$ cat src/rtl/raycast_pkg.sv
// Shared constants, state encoding and row colour helper for the raycaster
// column-rendering stages.
package raycast_pkg;

    localparam int unsigned SCREEN_W = 160;
    localparam int unsigned SCREEN_H = 120;
    localparam int unsigned DIST_W   = 21;
    localparam int unsigned WALL_K   = 7680;

    localparam logic [2:0] CEIL_COLOUR   = 3'b001;
    localparam logic [2:0] FLOOR_COLOUR  = 3'b010;
    localparam logic [2:0] WALL_COLOUR_A = 3'b111;
    localparam logic [2:0] WALL_COLOUR_B = 3'b110;

    typedef enum logic [2:0] {
        ST_IDLE,
        ST_DIVIDE,
        ST_CALC,
        ST_DRAW,
        ST_DONE
    } slice_state_t;

    // Band end is widened so top+h == SCREEN_H cannot wrap.
    function automatic logic [2:0] row_colour(
        input logic [6:0] row,
        input logic [6:0] top,
        input logic [6:0] h,
        input logic       side
    );
        logic [7:0] band_end;
        band_end = {1'b0, top} + {1'b0, h};
        if (row < top)
            return CEIL_COLOUR;
        else if ({1'b0, row} < band_end)
            return side ? WALL_COLOUR_B : WALL_COLOUR_A;
        else
            return FLOOR_COLOUR;
    endfunction

endpackage

$ cat src/rtl/seq_udivider.sv
// Iterative restoring unsigned divider: one quotient bit per cycle, W cycles.
// done is high during the cycle whose closing edge writes the final quotient.
module seq_udivider
    import raycast_pkg::*;
#(
    parameter int unsigned W = DIST_W
) (
    input  logic         clock,
    input  logic         resetn,
    input  logic         start,
    input  logic [W-1:0] dividend,
    input  logic [W-1:0] divisor,
    output logic [W-1:0] quotient,
    output logic         done
);

    localparam int unsigned CW = $clog2(W + 1);

    logic [W-1:0]  rem_q, rem_d;
    logic [W-1:0]  quot_q, quot_d;
    logic [W-1:0]  div_q, div_d;
    logic [CW-1:0] cnt_q, cnt_d;
    logic          busy_q, busy_d;
    logic [W:0]    trial;

    always_ff @(posedge clock or negedge resetn) begin
        if (!resetn) begin
            rem_q  <= '0;
            quot_q <= '0;
            div_q  <= '0;
            cnt_q  <= '0;
            busy_q <= 1'b0;
        end else begin
            rem_q  <= rem_d;
            quot_q <= quot_d;
            div_q  <= div_d;
            cnt_q  <= cnt_d;
            busy_q <= busy_d;
        end
    end

    always_comb begin
        rem_d  = rem_q;
        quot_d = quot_q;
        div_d  = div_q;
        cnt_d  = cnt_q;
        busy_d = busy_q;
        // Quotient register doubles as the dividend shift register.
        trial  = {rem_q, quot_q[W-1]};
        if (start) begin
            rem_d  = '0;
            quot_d = dividend;
            div_d  = divisor;
            cnt_d  = CW'(W);
            busy_d = 1'b1;
        end else if (busy_q) begin
            quot_d = {quot_q[W-2:0], 1'b0};
            if (trial >= {1'b0, div_q}) begin
                rem_d     = W'(trial - {1'b0, div_q});
                quot_d[0] = 1'b1;
            end else begin
                rem_d = trial[W-1:0];
            end
            cnt_d = cnt_q - CW'(1);
            if (cnt_q == CW'(1))
                busy_d = 1'b0;
        end
    end

    assign quotient = quot_q;
    assign done     = busy_q && (cnt_q == CW'(1));

endmodule

$ cat src/rtl/wall_slice_renderer.sv
// Accepts one ray result per column, divides out the projected wall height
// and streams the full ceiling/wall/floor column to the plot interface.
module wall_slice_renderer
    import raycast_pkg::*;
(
    input  logic              clock,
    input  logic              resetn,
    input  logic              slice_valid,
    output logic              slice_ready,
    input  logic [7:0]        slice_x,
    input  logic [DIST_W-1:0] slice_dist,
    input  logic              slice_side,
    output logic [7:0]        x,
    output logic [6:0]        y,
    output logic [2:0]        colour,
    output logic              plot,
    output logic              column_done,
    output logic              bad_slice
);

    slice_state_t state_q, state_d;

    logic [7:0] col_q, col_d;
    logic       side_q, side_d;
    logic       full_q, full_d;
    logic [6:0] h_q, h_d;
    logic [6:0] top_q, top_d;
    logic [7:0] x_q, x_d;
    logic [6:0] y_q, y_d;
    logic [2:0] colour_q, colour_d;
    logic       plot_q, plot_d;
    logic       done_q, done_d;
    logic       bad_q, bad_d;
    logic       ready_q, ready_d;

    logic              div_start;
    logic              div_done;
    logic [DIST_W-1:0] quot;
    logic [6:0]        h_calc;
    logic [6:0]        top_calc;

    seq_udivider #(
        .W(DIST_W)
    ) u_div (
        .clock    (clock),
        .resetn   (resetn),
        .start    (div_start),
        .dividend (DIST_W'(WALL_K)),
        .divisor  (slice_dist),
        .quotient (quot),
        .done     (div_done)
    );

    always_ff @(posedge clock or negedge resetn) begin
        if (!resetn) begin
            state_q  <= ST_IDLE;
            col_q    <= '0;
            side_q   <= 1'b0;
            full_q   <= 1'b0;
            h_q      <= '0;
            top_q    <= '0;
            x_q      <= '0;
            y_q      <= '0;
            colour_q <= '0;
            plot_q   <= 1'b0;
            done_q   <= 1'b0;
            bad_q    <= 1'b0;
            ready_q  <= 1'b0;
        end else begin
            state_q  <= state_d;
            col_q    <= col_d;
            side_q   <= side_d;
            full_q   <= full_d;
            h_q      <= h_d;
            top_q    <= top_d;
            x_q      <= x_d;
            y_q      <= y_d;
            colour_q <= colour_d;
            plot_q   <= plot_d;
            done_q   <= done_d;
            bad_q    <= bad_d;
            ready_q  <= ready_d;
        end
    end

    // Non-positive distances bypass the divider and draw a full-height wall.
    always_comb begin
        if (full_q || quot >= DIST_W'(SCREEN_H))
            h_calc = 7'(SCREEN_H);
        else
            h_calc = quot[6:0];
        top_calc = (7'(SCREEN_H) - h_calc) >> 1;
    end

    always_comb begin
        state_d   = state_q;
        col_d     = col_q;
        side_d    = side_q;
        full_d    = full_q;
        h_d       = h_q;
        top_d     = top_q;
        x_d       = x_q;
        y_d       = y_q;
        colour_d  = colour_q;
        plot_d    = plot_q;
        done_d    = 1'b0;
        bad_d     = bad_q;
        div_start = 1'b0;

        case (state_q)
            ST_IDLE: begin
                if (slice_valid && ready_q) begin
                    col_d  = slice_x;
                    side_d = slice_side;
                    full_d = slice_dist[DIST_W-1] || (slice_dist == '0);
                    if (slice_x >= 8'(SCREEN_W)) begin
                        bad_d   = 1'b1;
                        done_d  = 1'b1;
                        state_d = ST_DONE;
                    end else if (slice_dist[DIST_W-1] || (slice_dist == '0)) begin
                        state_d = ST_CALC;
                    end else begin
                        div_start = 1'b1;
                        state_d   = ST_DIVIDE;
                    end
                end
            end
            ST_DIVIDE: begin
                if (div_done)
                    state_d = ST_CALC;
            end
            // Row 0 is registered here so plot/x/y/colour line up in DRAW.
            ST_CALC: begin
                h_d      = h_calc;
                top_d    = top_calc;
                x_d      = col_q;
                y_d      = '0;
                plot_d   = 1'b1;
                colour_d = row_colour('0, top_calc, h_calc, side_q);
                state_d  = ST_DRAW;
            end
            ST_DRAW: begin
                if (y_q == 7'(SCREEN_H - 1)) begin
                    plot_d  = 1'b0;
                    done_d  = 1'b1;
                    state_d = ST_DONE;
                end else begin
                    y_d      = y_q + 7'd1;
                    colour_d = row_colour(y_q + 7'd1, top_q, h_q, side_q);
                end
            end
            ST_DONE: begin
                state_d = ST_IDLE;
            end
            default: begin
                state_d = ST_IDLE;
            end
        endcase

        ready_d = (state_d == ST_IDLE);
    end

    assign slice_ready = ready_q;
    assign x           = x_q;
    assign y           = y_q;
    assign colour      = colour_q;
    assign plot        = plot_q;
    assign column_done = done_q;
    assign bad_slice   = bad_q;

endmodule

$ cat config.mk
export PLATFORM = sky130hd
export DESIGN_NAME = wall_slice_renderer
export DESIGN_NICKNAME = d
export VERILOG_FILES = /design/src/rtl/raycast_pkg.sv /design/src/rtl/seq_udivider.sv /design/src/rtl/wall_slice_renderer.sv
export SDC_FILE = /design/constraint.sdc
export NUM_CORES = 1
export LEC_CHECK = 0
export ABC_AREA = 1
export BUFFER_PORTS_ARGS = -buffer_cell sky130_fd_sc_hd__buf_2
export CORE_AREA = 3 3 138 140
export CTS_CLUSTER_SIZE = 10
export DETAILED_ROUTE_END_ITERATION = 16
export DIE_AREA = 0 0 141 143
export GPL_ROUTABILITY_DRIVEN = 0
export PLACE_DENSITY = 0.62
export SYNTH_ARGS = -nofsm -noshare
export SYNTH_HDL_FRONTEND = slang
export SYNTH_SLANG_ARGS = --single-unit
$ cat constraint.sdc
create_clock -name clock -period 3.6 [get_ports clock]
set_input_delay 0.36 -clock clock [delete_from_list [all_inputs] [get_ports clock]]
set_output_delay 0.36 -clock clock [all_outputs]
set_load 0.03 [all_outputs]
# --- Yosys cells after proc, flatten, opt, wreduce, memory -nomap -nowiden ---
# Cells that the tools add are included.
# W data, S select, Z words.
op_classes:
  n_lt_le_gt_ge: 7
  n_mux: 37
  n_eq_ne: 7
  addsub: 6
  reduce_logical: 13
op_table:
  columns: ["cell", "n"]
  rows:
  - ["$mux W21", 5]
  - ["$mux W3", 9]
  - ["$ge A22 B21 Y1", 1]
  - ["$ge A21 B7 Y1 const B", 1]
  - ["$logic_not A21 Y1", 1]
  - ["$sub A21 B21 Y21", 1]
  - ["$add A6 B7 Y8", 2]
  - ["$mux W7", 2]
  - ["$pmux W7 S2", 1]
  - ["$mux W1", 13]
  - ["$pmux W3 S4", 1]
  - ["$mux W5", 2]
  - ["$ge A8 B8 Y1 const B", 1]
  - ["$lt A1 B8 Y1 const A", 1]
  - ["$lt A7 B8 Y1", 1]
  - ["$add A7 B1 Y7 const B", 1]
  - ["$eq A7 B7 Y1 const B", 1]
  - ["$lt A7 B6 Y1", 1]
  - ["$sub A7 B7 Y7 const A", 1]
  - ["$eq A3 B2 Y1 const B", 2]
  - ["$logic_not A3 Y1", 2]
  - ["$lt A1 B6 Y1 const A", 1]
  - ["$pmux W3 S2", 1]
  - ["$reduce_and A2 Y1", 3]
  - ["other kinds (10)", 15]
word_totals:
  output_inout_bits: 22
  reg_bits: 117
  wordCells: 88
  input_bits: 33

# --- Logic depth before layout (Yosys ltp) ---
# Gate-level depths: netlist of run 1.
logic_depth:
  word_depth: 9
  ltp_mapped: 20
  mapped_depth_nobuf: 20

# --- Hierarchy ---
# A second synthesis of run 1 with hierarchy kept.
unflattened:
  hier_cells: 1030
  area_unflattened_um2: 7592.3
by_module_without_submodules:
  columns: ["module", "cells_per_inst", "instances", "seq_area_each_um2", "area_each_um2"]
  rows:
  - ["seq_udivider", 626, 1, 1726.7, 4484.3]
  - ["wall_slice_renderer", 404, 1, 1201.2, 3108.0]

# --- Least setup slack after synthesis of run 1 ---
# No wires, ideal clock.
synth_timing:
  path_type: "reg2reg"
  start: "reg u_div.quot_q[20], in the netlist u_div.quotient[20]"
  end: "reg colour_q[0], in the netlist colour[0]"
  path_slack_ns: 1.077
  stages_incl_launch_ff: 19
  n_path_buf: 0
  setup_time_ns: 0.117
  required_time_ns: 3.483
  arrival_ns: 2.406
  path_cell_list: "dfrtp_1 > nor2_1 > nand2_1 > nor2_2 > nand3_2 > nor2_1 > inv_1 > ha_1 > nand2_2 > nand2_1 > nand2_1 > nand2_1 > ha_1 > nor4_1 > nand4_1 > o21ai_0 > nand3_1 > nand2_1 > nand2_1"
synth_via:
  elab_chain_len: 9
  elab_cells_between_ends: 10
  classes_between: "add/sub: 2; order compare: 3; mux: 4; reduce/logical: 1"
synth_rtl:
  columns: ["element", "line_no", "text"]
  rows:
  - ["start, declared", "seq_udivider.sv:20", "logic [W-1:0] quot_q, quot_d;"]
  - ["start signal, assigned", "seq_udivider.sv:35", "quot_q <= quot_d;"]
  - ["$ge A21 B7 Y1 (*)", "wall_slice_renderer.sv:88", "if (full_q || quot >= DIST_W'(SCREEN_H))"]
  - ["$logic_or A1 B1 Y1 (*)", "wall_slice_renderer.sv:88", null]
  - ["$mux W7 (*)", "wall_slice_renderer.sv:88", null]
  - ["net h_calc[1]", "wall_slice_renderer.sv:39", "logic [6:0] h_calc;"]
  - ["$sub A7 B7 Y7 (*)", "wall_slice_renderer.sv:92", "top_calc = (7'(SCREEN_H) - h_calc) >> 1;"]
  - ["net top_calc[5]", "wall_slice_renderer.sv:40", "logic [6:0] top_calc;"]
  - ["$add A6 B7 Y8", "raycast_pkg.sv:31", "band_end = {1'b0, top} + {1'b0, h};"]
  - ["$lt A1 B8 Y1", "raycast_pkg.sv:34", "else if ({1'b0, row} < band_end)"]
  - ["$mux W3", "raycast_pkg.sv:34", null]
  - ["$mux W3 (*)", "raycast_pkg.sv:32", "if (row < top)"]
  - ["$pmux W3 S2 (*)", "wall_slice_renderer.sv:110", "case (state_q)"]
  - ["end signal, assigned", "wall_slice_renderer.sv:78", "colour_q <= colour_d;"]
  - ["end, declared", "wall_slice_renderer.sv:30", "logic [2:0] colour_q, colour_d;"]
# Mark *: on every way through the listed nets, which the timed path passes. The rest lies on a longest branch.
# A chain may end at the register's enable or synchronous reset.

# --- Final worst setup path of run 1 ---
# Ends and elaborated chain as after synthesis.

==> impl_metrics.ini, run 1 <==
[clock_network]
cts.path.max_buffers = 2
cts-root-buf = clkbuf_16
clk_pin_slew_ns = 0.06
clock_sinks = 117
clk-insertion-delay-late_ns = 0.42
hold_buffers = 0
ctsResizeCount = 0
cts_htree_levels = 4
post_cts_buffers = 0
cts_made_buffers = 17
cts_tree = yes

[power]
p_sw_w = 0.00381
p_comb_share_pct = 53.4
total_power_w = 0.00838
leakagePower_nw = 4.29
power.share.sequential_pct = 26.8
ir_drop_v = 0.000579
p_clk_share_pct = 19.9
switching_share_pct = 45.5
p_per_area_nw_per_um2 = 1030
p_int_w = 0.00456

[die]
start_util_pct = 39.4
core_area_um2 = 18000
die_area_um2 = 20200
io_pins = 55
die_x_um = 141
rows = 49
die_h_um = 143

[sta]
period_minus_slack_ns = 2.83
period_share_pct = 78.6
relSlewSlack_pct = 44.5
drv_slew = 0
max_freq_ghz = 0.353
worstMarginPinSlew_ns = 0.832
fin_skew_ns = 0.00860
setup_tns_ns = 0
hold_ws_ns = -0.0134
rsz0062_at_grt = no
setup_viol = 0
hold_viol_final = 13

[worst_setup_path]
cp_slowest_cell = dfrtp_1
end_kind = flip-flop
crit_path_frequent_cell = nand2_1
regToRegSetupSlack_ns = 0.77
worstPathCellList = nor2_1 > nand2_1 > nor2_2 > nand3_2 > nor2_1 > inv_1 > ha_1 > nand2_2 > nand2_1 > nand2_1 > nand2_1 > ha_1 > nor4_1 > nand4_1 > o21ai_0 > nand3_1 > nand2_1 > nand2_1
critical_path.max_fanout = 6
crit_path_start_kind = flip-flop
worstPathArrival_ns = 3.14
rr_worst_depth = 18
r2r-end = colour[0]$_DFFE_PN0P_
crit_type = reg2reg
cpPeakStageDelay_ns = 0.40
worstPathRequired_ns = 3.91
r2r_start = u_div.quotient[20]$_DFFE_PN0P_

[yosys]
ys_warn_count = 0
syn_area_um2 = 7080
yosysSeqAreaShare_pct = 41.4
syn-num-nets = 992
yosysTopAreaCellShare_pct = 41.4
synth_cell_type_count = 44
synth_area_leaders = dfrtp_1 41%, nand2_1 13%, ha_1 8.5%
async_flop_share_pct = 100
syn_inst = 909
synth_edf_count = 0
synth_area_per_cell_um2 = 7.79
synthFlopType = dfrtp_1
synth_seq_cells = 117
synth_most_common_cell = nand2_1
synth_top_cell_by_area = dfrtp_1
yosys-top-cells-count = 248 x nand2_1, 138 x inv_1, 117 x dfrtp_1

[global_route]
grt_max_degree = 54
grt.busiest_layer = met2
met1_usage_pct = 22.4
grt_use_total_pct = 17.0
grt_overflow = 0
met3_usage_pct = 3.65
met2_usage_pct = 28.2
first_global_vias = 5889
antenna_found_initial = 0
grt_pass1_wl_mm = 28.0

[detailed_routing]
first_iter_violations = 233
antenna_left = 0
drc_errors = 0
dr.pass1.iters = 4
wire_per_inst_um = 13.2
vias = 5902
via_per_inst = 4.88
drt_wl_total_mm = 16.0

[placement]
hpwl_mm = 12.1
io_buffers = 54
dp.cells = 1178

[layout]
syn2layout_area_growth_pct = 15.4
drive_above_1_share_pct = 13.5
antenna_cells = 0
nets = 1051
instances_no_fill = 1210

[worst_hold_path]
hold_class = in2async

[run_status]
status = complete, but fails checks
violations = hold timing

[job]
cap_violations = 0
## per-stage QoR
| step | hold slack [ns] | utilization (%) | cell area, um^2 | worst slack [ns] |
|---|---|---|---|---|
| after floorplan | 0.0644 | - | 7080 | 1.08 |
| after global placement | 0.446 | 42.2 | 7590 | 0.890 |
| after detailed placement | 0.457 | 42.2 | 7590 | 0.761 |
| after global routing | 0.0465 | 45.5 | 8170 | 0.396 |
| after CTS | 0.0133 | 45.5 | 8170 | 0.763 |
| final | -0.0134 | 45.5 | 8170 | 0.769 |
## power groups by stage
stage               registers [W]  clock network [W]  logic (W)
finish                    0.00224            0.00166    0.00447
global route              0.00233            0.00176    0.00516
CTS                       0.00225            0.00170    0.00451
detailed placement        0.00226                  0    0.00448
global placement          0.00224                  0    0.00444
floorplan                 0.00229                  0    0.00349
## cell families after synthesis
group | after synthesis | share of synthesized area [%]
DFF | 117 | 41.4
xor gates and xnor gates | 21 | 2.60
buffers and inverters | 164 | 9.21
AOI/OAI and AO/OA | 171 | 14.2
and+or+nand+nor | 386 | 23.6
adders and majority gates | 50 | 9.05
## worst max-delay path by stage
stage | from | endpoint | slack [ns]
after detailed placement | u_div.quotient[20]$_DFFE_PN0P_ | colour[0]$_DFFE_PN0P_ | 0.76
after CTS | u_div.quotient[20]$_DFFE_PN0P_ | colour[0]$_DFFE_PN0P_ | 0.76
final | u_div.quotient[20]$_DFFE_PN0P_ | colour[0]$_DFFE_PN0P_ | 0.77
after global placement | u_div.quotient[8]$_DFFE_PN0P_ | colour[0]$_DFFE_PN0P_ | 0.89
after global routing | u_div.quotient[8]$_DFFE_PN0P_ | colour[0]$_DFFE_PN0P_ | 0.40
after floorplan | u_div.quotient[20]$_DFFE_PN0P_ | colour[0]$_DFFE_PN0P_ | 1.08
## worst max-delay path: cells and delay by family, from the launching register on
family	cells	cell delay, ns
compound gates	1	0.18
fa+ha+maj	2	0.50
buf+inv	1	0.10
flops	1	0.40
simple gates	14	1.54
## sequential cells by signal (all words and copies together), names as in the netlist, 6 cells and up
signal and count:
x 8, top_q 6, y 7, u_div.quotient 21, h_q 7, u_div.rem_q 21, col_q 8, u_div.div_q 21
## cells in the final DEF, fill, tap and decap left out, types with 3 or more instances in the layout
| cell | Yosys | layout |
|---|---|---|
| a21oi_1 | 40 | 40 |
| a21oi_2 | 4 | 4 |
| a22oi_1 | 4 | 4 |
| buf_2 | 8 | 53 |
| buf_4 | 3 | 7 |
| clkbuf_16 | 0 | 17 |
| clkinv_4 | 0 | 3 |
| clkinvlp_4 | 0 | 4 |
| dfrtp_1 | 117 | 117 |
| ha_1 | 48 | 48 |
| inv_1 | 138 | 138 |
| inv_2 | 5 | 5 |
| inv_6 | 0 | 3 |
| nand2_1 | 248 | 248 |
| nand2_2 | 8 | 8 |
| nand3_1 | 38 | 38 |
| nand4_1 | 16 | 16 |
| nor2_1 | 48 | 48 |
| nor2_2 | 7 | 7 |
| nor3_1 | 3 | 3 |
| nor4_1 | 7 | 7 |
| o211ai_1 | 4 | 4 |
| o211ai_2 | 4 | 4 |
| o21a_1 | 4 | 4 |
| o21ai_0 | 64 | 64 |
| o21ai_1 | 16 | 16 |
| o22ai_1 | 18 | 18 |
| xnor2_1 | 12 | 12 |
| xor2_1 | 9 | 9 |
## per-layer routing
metal / vias up / routed length, um
li1: 3075 / -
met1: 2751 / 7980
met2: 66 / 7490
met3: 10 / 410
met4: 0 / 138
met5: - / 0
## area by class of cell
class	instances	area, um^2
sequential	117	2930
inverter	143	537
tap	229	287
multi-input combinational	628	3500
timing repair buffer	61	338
clock inverter	13	148
clock buffer	19	433
fill	1835	9800
Note: power is estimated with default switching activity, not from simulation.
==> run 2, diff against run 1 <==
--- a/config.mk
+++ b/config.mk
@@ -5,14 +5,14 @@
 export SDC_FILE = /design/constraint.sdc
 export NUM_CORES = 1
 export LEC_CHECK = 0
-export ABC_AREA = 1
+export ABC_AREA = 0
 export BUFFER_PORTS_ARGS = -buffer_cell sky130_fd_sc_hd__buf_2
-export CORE_AREA = 3 3 138 140
+export CORE_AREA = 3 3 136 138
 export CTS_CLUSTER_SIZE = 10
 export DETAILED_ROUTE_END_ITERATION = 16
-export DIE_AREA = 0 0 141 143
+export DIE_AREA = 0 0 139 141
 export GPL_ROUTABILITY_DRIVEN = 0
-export PLACE_DENSITY = 0.62
+export PLACE_DENSITY = 0.63
 export SYNTH_ARGS = -nofsm -noshare
 export SYNTH_HDL_FRONTEND = slang
 export SYNTH_SLANG_ARGS = --single-unit
==> constraint.sdc (replaced) <==
create_clock -name clock -period 2.75 [get_ports clock]
set_input_delay 0.275 -clock clock [delete_from_list [all_inputs] [get_ports clock]]
set_output_delay 0.275 -clock clock [all_outputs]
set_load 0.03 [all_outputs]
==> run 2 against run 1 <==
Effect of this change: the run now ends clean; non-clock buffer count is 32 higher; flip-flop and latch count unchanged; sequential share of layout area is 1.2 points lower; first-iteration DRC count is 70% higher; global-route usage rose by 0.70 points; core utilization is 3.4 points higher; via count down 1.0%; die area down 2.8%; combinational power increased by 53%; critical path depth down 9; critical endpoint is now u_div.rem_q[12]$_DFFE_PN0P_; largest cell class unchanged.
==> impl_metrics.ini, run 2 <==
[sta]
setup_viol = 0
worstMarginPinSlew_ns = 0.847
max_freq_ghz = 0.377
relSlewSlack_pct = 43.5
period_minus_slack_ns = 2.65
drv_slew = 0
setup_tns_ns = 0
fin_skew_ns = 0.00561
period_share_pct = 96.4
hold_ws_ns = 0.0802
hold_viol_final = 0

[placement]
dp.cells = 1037
place_area_um2 = 7650
io_buffers = 54
hpwl_mm = 11.9

[worst_setup_path]
path_depth = 9
path_delay_family = compound AO/OA/AOI/OAI gates
critical_path.max_fanout = 19
worstPathRequired_ns = 3.10
rr_worst_depth = 9
cp_slowest_cell = or4_1
cpPeakStageDelay_ns = 0.52
worstPathArrival_ns = 3.00
critical_path_buf_inv_count = 1
worstPathCellList = ha_1 > a211oi_2 > o21bai_1 > o211ai_2 > nand3_4 > o211a_1 > buf_12 > or4_1 > nand3_1
crit_path_start_kind = flip-flop
crit_type = reg2reg
end_kind = flip-flop
regToRegSetupSlack_ns = 0.10
cp-startpoint = u_div.rem_q[4]$_DFFE_PN0P_
r2r_start = u_div.rem_q[4]$_DFFE_PN0P_
crit_path_end = u_div.rem_q[12]$_DFFE_PN0P_
r2r-end = u_div.rem_q[12]$_DFFE_PN0P_

[clock_network]
clk_pin_slew_ns = 0.06
clock_sinks = 117
cts.path.max_buffers = 2
cts_htree_levels = 4
cts_tree = yes
cts-root-buf = clkbuf_16
clk-insertion-delay-late_ns = 0.41
cts_made_buffers = 17

[detailed_routing]
dr.pass1.iters = 5
vias = 5842
drc_errors = 0
via_per_inst = 5.42
antenna_left = 0
drt_wl_total_mm = 16.9
wire_per_inst_um = 15.7
first_iter_violations = 395

[yosys]
synth_seq_cells = 117
synthFlopType = dfrtp_1
yosys-top-cells-count = 117 x dfrtp_1, 102 x nand2_1, 54 x o21ai_0
syn_inst = 762
synth_top_cell_by_area = dfrtp_1
synth_area_per_cell_um2 = 9.14
synth_area_leaders = dfrtp_1 42%, ha_1 7.5%, nand2_1 5.5%
synth_most_common_cell = dfrtp_1
yosysSeqAreaShare_pct = 42.0
synth_edf_count = 0
syn_area_um2 = 6970
yosysTopAreaCellShare_pct = 42.0
synth_cell_type_count = 73
async_flop_share_pct = 100
ys_warn_count = 0
syn-num-nets = 839

[die]
die_area_um2 = 19600
die_h_um = 141
start_util_pct = 40.3
rows = 48
io_pins = 55
core_area_um2 = 17300
die_x_um = 139

[global_route]
grt_max_degree = 54
grt_use_total_pct = 17.7
antenna_found_initial = 0
grt_overflow = 0
grt_pass1_wl_mm = 28.9
first_global_vias = 5846

[layout]
design_area_um2 = 8460
fillCellCount = 1638
multi_input_area_um2 = 3840
drive_above_1_share_pct = 19.6
mostFrequentLayoutCell = dfrtp_1
antenna_cells = 0
instances_no_fill = 1077
nets = 916
syn2layout_area_growth_pct = 21.4
mostFrequentLayoutCells = 115 x dfrtp_1, 102 x nand2_1, 54 x o21ai_0
seqCellArea_um2 = 2930

[run_status]
status = completed

[power]
leakagePower_nw = 3.91
p_per_area_nw_per_um2 = 1450
ir_drop_v = 0.000510

[worst_hold_path]
whs_path_depth = 3
hold_class = in2reg

[job]
cap_violations = 0
==> run 2: what timing repair did <==
action | 4_1_cts | 5_1_grt
endpoints found under the hold margin | 43 | 0
setup endpoints to repair | 4 | 15
pin swaps | 0 | 8
hold buffers | 1 | 0
setup buffers | 0 | 6
gates resized for setup | 2 | 17
gates cloned | 0 | 1
==> run 2: worst min path at each step <==
stage	end	from	slack, ns
finish	u_div.div_q[10]$_DFFE_PN0P_	slice_dist[10]	0.08
global route	col_q[3]$_DFFE_PN0P_	slice_x[3]	0.08
CTS	u_div.div_q[0]$_DFFE_PN0P_	slice_dist[0]	0.06
detailed placement	u_div.div_q[4]$_DFFE_PN0P_	resetn	0.33
global placement	u_div.div_q[7]$_DFFE_PN0P_	resetn	0.33
floorplan	bad_slice$_DFFE_PN0P_	resetn	-0.02
==> run 2: logic make-up after synthesis <==
kind of cell    count (synthesis)  share of synthesized area, %
mux                            39                          5.82
xor+xnor                       27                          3.39
buf+inv                        79                          4.56
flops                         117                          42.0
simple gates                  256                          17.5
compound gates                200                          18.6
fa+ha+maj                      44                          8.12
==> run 2: routing by layer <==
| metal | vias to the layer above | global-route usage, % | routed length (um) |
|---|---|---|---|
| met5 | - | 0 | 0 |
| met4 | 0 | 5.77 | 336 |
| met3 | 27 | 3.05 | 563 |
| met2 | 110 | 28.5 | 7870 |
| met1 | 2819 | 24.5 | 8150 |
| li1 | 2886 | - | - |
==> run 2: tightest hold or removal path, stage by stage <==
cell	delay [ns]
buf_2	0.09
nand2_1	0.04
o21ai_0	0.06
==> run 2: power breakdown <==
| group | leakage [nW] | internal [W] | switching [W] |
|---|---|---|---|
| Clock | 0.305 | 0.00156 | 0.000854 |
| Sequential | 1.38 | 0.00249 | 0.000551 |
| Combinational | 2.23 | 0.00295 | 0.00387 |
| Total | 3.91 | 0.00700 | 0.00527 |
==> run 2: stage by stage <==
stage | utilization [%] | setup WS (ns) | total power [W]
finish | 48.9 | 0.100 | 0.0123
global route | 48.9 | -0.0134 | 0.0133
CTS | 48.1 | 0.0361 | 0.0120
detailed placement | 44.2 | -0.00436 | 0.00950
global placement | 44.2 | 0.0538 | 0.00940
floorplan | - | 0.134 | 0.00788
==> run 2: cell type report <==
class                   count  share of cell area [%]
clock buffers              19                    5.24
inverters                  43                    1.91
multi-input cells         567                    45.4
repair buffers             93                    7.20
flip-flops and latches    117                    34.6
clock inverters            13                    2.32
well taps                 225                    3.33
